--- src/rtl/borrow_lookahead_sub_pipe_pkg.sv ---
// borrow_lookahead_sub_pipe_pkg: shared widths and depth for the pipelined borrow-lookahead subtractor
package borrow_lookahead_sub_pipe_pkg;
    localparam int N_DEFAULT  = 7;
    localparam int PIPE_DEPTH = 2;
    function automatic int gate_width(input int n);
        return 3 * (n + 1);
    endfunction
endpackage

--- src/rtl/borrow_lookahead_logic.sv ---
// borrow_lookahead_logic: combinational borrow chain from generate/propagate, yields borrows, chain ANDs and difference
module borrow_lookahead_logic
    import borrow_lookahead_sub_pipe_pkg::*;
#(
    parameter int N = N_DEFAULT
) (
    input  logic [N:0] x,
    input  logic [N:0] g,
    input  logic [N:0] p,
    input  logic       bin,
    output logic [N:0] bout,
    output logic [N:0] ands,
    output logic [N:0] diff
);
    logic brw;
    always_comb begin
        brw  = bin;
        bout = '0;
        ands = '0;
        diff = '0;
        for (int i = 0; i <= N; i++) begin
            ands[i] = brw & p[i];
            diff[i] = x[i] ^ brw;
            brw     = g[i] | ands[i];
            bout[i] = brw;
        end
    end
endmodule

--- src/rtl/borrow_lookahead_sub_pipe.sv ---
// borrow_lookahead_sub_pipe: two-stage valid/ready subtractor Diff = A - B - Bin with flags and gate-activity export
module borrow_lookahead_sub_pipe
    import borrow_lookahead_sub_pipe_pkg::*;
#(
    parameter int N = N_DEFAULT
) (
    input  logic                     clk,
    input  logic                     rst_n,
    input  logic                     in_valid,
    output logic                     in_ready,
    input  logic [N:0]               A,
    input  logic [N:0]               B,
    input  logic                     Bin,
    output logic                     out_valid,
    input  logic                     out_ready,
    output logic [N:0]               Diff,
    output logic [N:0]               Bout,
    output logic                     Ovf,
    output logic                     Zero,
    output logic [gate_width(N)-1:0] Gate
);
    logic       s1_valid, s2_valid, s2_load, accept;
    logic [N:0] s1_x, s1_g, s1_p;
    logic       s1_bin, s1_an, s1_bn;
    logic [N:0] chain_bout, chain_ands, chain_diff;

    assign s2_load   = s1_valid & (~s2_valid | out_ready);
    assign in_ready  = ~s1_valid | s2_load;
    assign accept    = in_valid & in_ready;
    assign out_valid = s2_valid;

    always_ff @(posedge clk or negedge rst_n) begin
        if (!rst_n) begin
            s1_valid <= 1'b0;
            s1_x     <= '0;
            s1_g     <= '0;
            s1_p     <= '0;
            s1_bin   <= 1'b0;
            s1_an    <= 1'b0;
            s1_bn    <= 1'b0;
        end else begin
            if (accept) begin
                s1_x   <= A ^ B;
                s1_g   <= ~A & B;
                s1_p   <= ~(A ^ B);
                s1_bin <= Bin;
                s1_an  <= A[N];
                s1_bn  <= B[N];
            end
            s1_valid <= accept | (s1_valid & ~s2_load);
        end
    end

    borrow_lookahead_logic #(.N(N)) u_chain (
        .x    (s1_x),
        .g    (s1_g),
        .p    (s1_p),
        .bin  (s1_bin),
        .bout (chain_bout),
        .ands (chain_ands),
        .diff (chain_diff)
    );

    // Output registers only move on a stage-2 load, so they hold under backpressure
    always_ff @(posedge clk or negedge rst_n) begin
        if (!rst_n) begin
            s2_valid <= 1'b0;
            Diff     <= '0;
            Bout     <= '0;
            Ovf      <= 1'b0;
            Zero     <= 1'b0;
            Gate     <= '0;
        end else begin
            if (s2_load) begin
                Diff <= chain_diff;
                Bout <= chain_bout;
                Ovf  <= (s1_an ^ s1_bn) & (chain_diff[N] ^ s1_an);
                Zero <= ~|chain_diff;
                Gate <= {s1_p, s1_g, chain_ands};
            end
            s2_valid <= s2_load | (s2_valid & ~out_ready);
        end
    end
endmodule

--- config.mk ---
export PLATFORM = sky130hd
export DESIGN_NAME = borrow_lookahead_sub_pipe
export DESIGN_NICKNAME = d
export VERILOG_FILES = /design/src/rtl/borrow_lookahead_sub_pipe_pkg.sv /design/src/rtl/borrow_lookahead_logic.sv /design/src/rtl/borrow_lookahead_sub_pipe.sv
export SDC_FILE = /design/constraint.sdc
export NUM_CORES = 1
export LEC_CHECK = 0
export CORE_MARGIN = 2
export CORE_UTILIZATION = 50
export DETAILED_ROUTE_END_ITERATION = 10
export PLACE_DENSITY = 0.87
export RECOVER_POWER = 25
export SYNTH_ARGS = -nofsm -noshare
export SYNTH_HDL_FRONTEND = slang
export SYNTH_SLANG_ARGS = --single-unit
--- constraint.sdc ---
create_clock -name clk -period 2.6 [get_ports clk]
set_input_delay 0.52 -clock clk [delete_from_list [all_inputs] [get_ports clk]]
set_output_delay 0.52 -clock clk [all_outputs]
set_load 0.005 [all_outputs]
==> reports/metrics.csv <==
stage;metric;value;unit
outcome;status;finished with violations;
outcome;violations;max-capacitance violations, max-slew violations;
grt;grt_pass1_wl;10.6;mm
yosys;ys.flop_type;dfrtp_1;
critical_path;worst_setup_path_start_kind;flip-flop;
clock_network;hold_buffers;0;
power;peakVddDrop;0.403;mV
routing;via_per_inst;5.22;
sta;finalHoldViolCount;0;
yosys;async_flop_share;100;%
sta;report.final.slew_viol_count;73;
power;p_leak;1.90;nW
yosys;synth_seq_area_share;58.5;%
final_layout;diodes;0;
clock_network;cts_resized;0;
clock_network;clock_sinks;71;
clock_network;insertion_delay;0.34;ns
final_layout;utilization;66.5;%
place;place_congestion;0.898;
sta;period_share;85.1;%
sta;setup_tns;0;ns
flow_run;maxCapViolCount;2;
routing;wl_per_cell;14.3;um
routing;vias;2469;
final_layout;areaGrowthSynthToFinish;29.0;%
power;powerDensity;764;nW/um2
grt;antenna_found_initial;0;
sta;fin_skew;0.00880;ns
floorplan;fp.dieH;81.9;um
place;port-buffer-count;64;
sta;slew_headroom;-25.9;%
place;dp.final_hpwl;5.06;mm
sta;rsz0062_at_grt;false;
yosys;syn_nets;355;
critical_path;arrival;2.44;ns
clock_network;cts_tree;done;
floorplan;core;5890;um2
critical_path;crit_fanout;9;
sta;setup_violations;0;
yosys;netlist_area;3040;um2
floorplan;die-area;6710;um2
yosys;yosysWarnings;0;
routing;dr.pass1.iters;4;
yosys;avgSynthCellArea;9.31;um2
floorplan;rows;28;
critical_path;required;2.83;ns
sta;fmax;452;MHz
floorplan;pin_count;65;
routing;drt_wl_total;6.77;mm
yosys;synthesis.instances;326;
sta;fin_crit;2.21;ns
grt;grt-ovfl-total;0;
floorplan;die_w;81.9;um
routing;ant_nets;0;
floorplan;initial_core_util;51.6;%
clock_network;h-tree-depth;3;
yosys;ys_seq_elements;71;
sta;holdWs;0.473;ns
grt;grt_pass1_vias;2205;
routing;drc;0;
yosys;synth_edf_count;0;
routing;drtIter0Drc;180;
final_layout;drive_gt1_share;5.78;%
critical_path;critPathCaptureType;flip-flop;
clock_network;root_buffer;clkbuf_8;
clock_network;clkSlewWorstSetupHoldPaths;0.07;ns
critical_path;crit_type;reg -> reg;
clock_network;cts_buffers;9;
grt;grt_max_degree;37;
yosys;yosysUniqueCellTypes;38;
sta;tightest_slew;1.89;ns
power;p_total;2.99;mW
clock_network;post-cts-setup-buffers;0;
clock_network;max-clock-path-buffers;2;
final_layout;layout.nets;423;
grt;track_usage;21.5;%
worst_hold_path;worstHoldPathType;reg -> reg;
-- registers in the layout, summed over array words and instances, names as in the netlist --
| signal | cells |
|---|---|
| s1_x | 8 |
| out_valid | 1 |
| Bout | 8 |
| Ovf | 1 |
| s1_valid | 1 |
| Zero | 1 |
| s1_bin | 1 |
| s1_an | 1 |
| s1_g | 8 |
| Diff | 8 |
| s1_p | 8 |
| Gate | 24 |
| s1_bn | 1 |
-- critical path, stage by stage, from the launching register on --
cell and delay, ns:
dfrtp_1 0.43, a21o_1 0.30, a221o_1 0.39, a21o_2 0.22
a311oi_1 0.49, or4b_1 0.20, nand3_1 0.07
-- routing by layer --
layer	vias up	track usage [%]	routed length, um	share of wire, %
li1	1195	-	-	-
met1	1182	29.2	2960	44
met2	82	34.1	3330	49
met3	10	4.73	382	5.6
met4	0	7.33	94	1.4
met5	-	0	0	0
-- cells in the final DEF (no fill, tap or decap), drive strengths merged --
cell type        n
ha               8
nand2          139
and2             3
nor2            12
a21oi            6
clkinv           3
a221o            1
xor2             2
or4b             1
buf              6
xnor2            5
o311ai           1
o21ai           15
o31ai            1
a21boi           1
nand4b           1
clkdlybuf4s50   63
a221oi           1
mux2             1
o21a             8
o21bai           1
inv              9
or4              1
a311oi           1
and3             1
nand3            4
a32o             1
nor4b            2
a31oi            1
nand2b           3
dfrtp           71
nand4            1
clkbuf          14
or3              1
nand3b           1
nor4             1
a21o             4
clkinvlp         1
a211oi           2
-- final timing paths --
| check | start | slack, ns | end | depth (start not counted) |
|---|---|---|---|---|
| setup / recovery | s1_p[0]$_DFFE_PN0P_ | 0.39 | Ovf$_DFFE_PN0P_ | 6 |
| hold / removal | Gate[23]$_DFFE_PN0P_ | 0.47 | Gate[23]$_DFFE_PN0P_ | 2 |
| setup reg to reg | s1_p[0]$_DFFE_PN0P_ | 0.39 | Ovf$_DFFE_PN0P_ | 6 |
| hold reg to reg | Gate[23]$_DFFE_PN0P_ | 0.47 | Gate[23]$_DFFE_PN0P_ | 2 |
| max in group asynchronous | rst_n | 0.71 | Gate[22]$_DFFE_PN0P_ | 2 |
| min in group asynchronous | rst_n | 0.78 | s1_g[1]$_DFFE_PN0P_ | 2 |
-- report_power, final --
group          switching, mW  total [mW]  internal (mW)
Combinational          0.345       0.778          0.433
Clock                  0.384       0.746          0.362
Sequential             0.160        1.47           1.31
Total                  0.889        2.99           2.10
-- kinds of logic (layout without fill, tap and decap cells) --
logic type / Yosys count / in the layout / synth area share, %
multiplexers: 1 / 1 / 0.371
AND/OR/NAND/NOR: 171 / 171 / 23.1
XOR/XNOR: 7 / 7 / 2.02
flip-flops: 71 / 71 / 58.5
AO/OA/AOI/OAI: 44 / 44 / 9.44
adder cells (fa/ha/maj): 8 / 8 / 3.30
buffers and inverters: 24 / 96 / 3.22
-- metrics by stage --
stage	cells	setup WS [ns]	cell area, um2
2_1_floorplan	326	0.623	3040
3_3_place_gp	458	0.440	3760
3_5_place_dp	458	0.410	3760
4_1_cts	473	0.406	3930
5_1_grt	473	0.294	3920
6_report	473	0.387	3920
-- cells in the mapped netlist, drive strengths merged, types with 4 or more instances --
master  count  area share (%)
ha          8             3.3
xnor2       5             1.4
a21o        4             1.0
clkbuf     12             1.5
o21a        8             2.0
inv         9             1.1
o21ai      15             2.5
nor2       12             1.5
nand3       4            0.66
dfrtp      71              59
a21oi       6            0.99
nand2     139              17
-- cell type report --
class                      count  area, um2
clock buffer                  11        141
clock inverter                 4       22.5
fill                         454       1970
inverter                       9       33.8
multi-input combinational    231       1160
sequential                    71       1780
tap                           75       93.8
timing repair buffer          72        687
No activity file was read; power rests on OpenSTA's default activity.
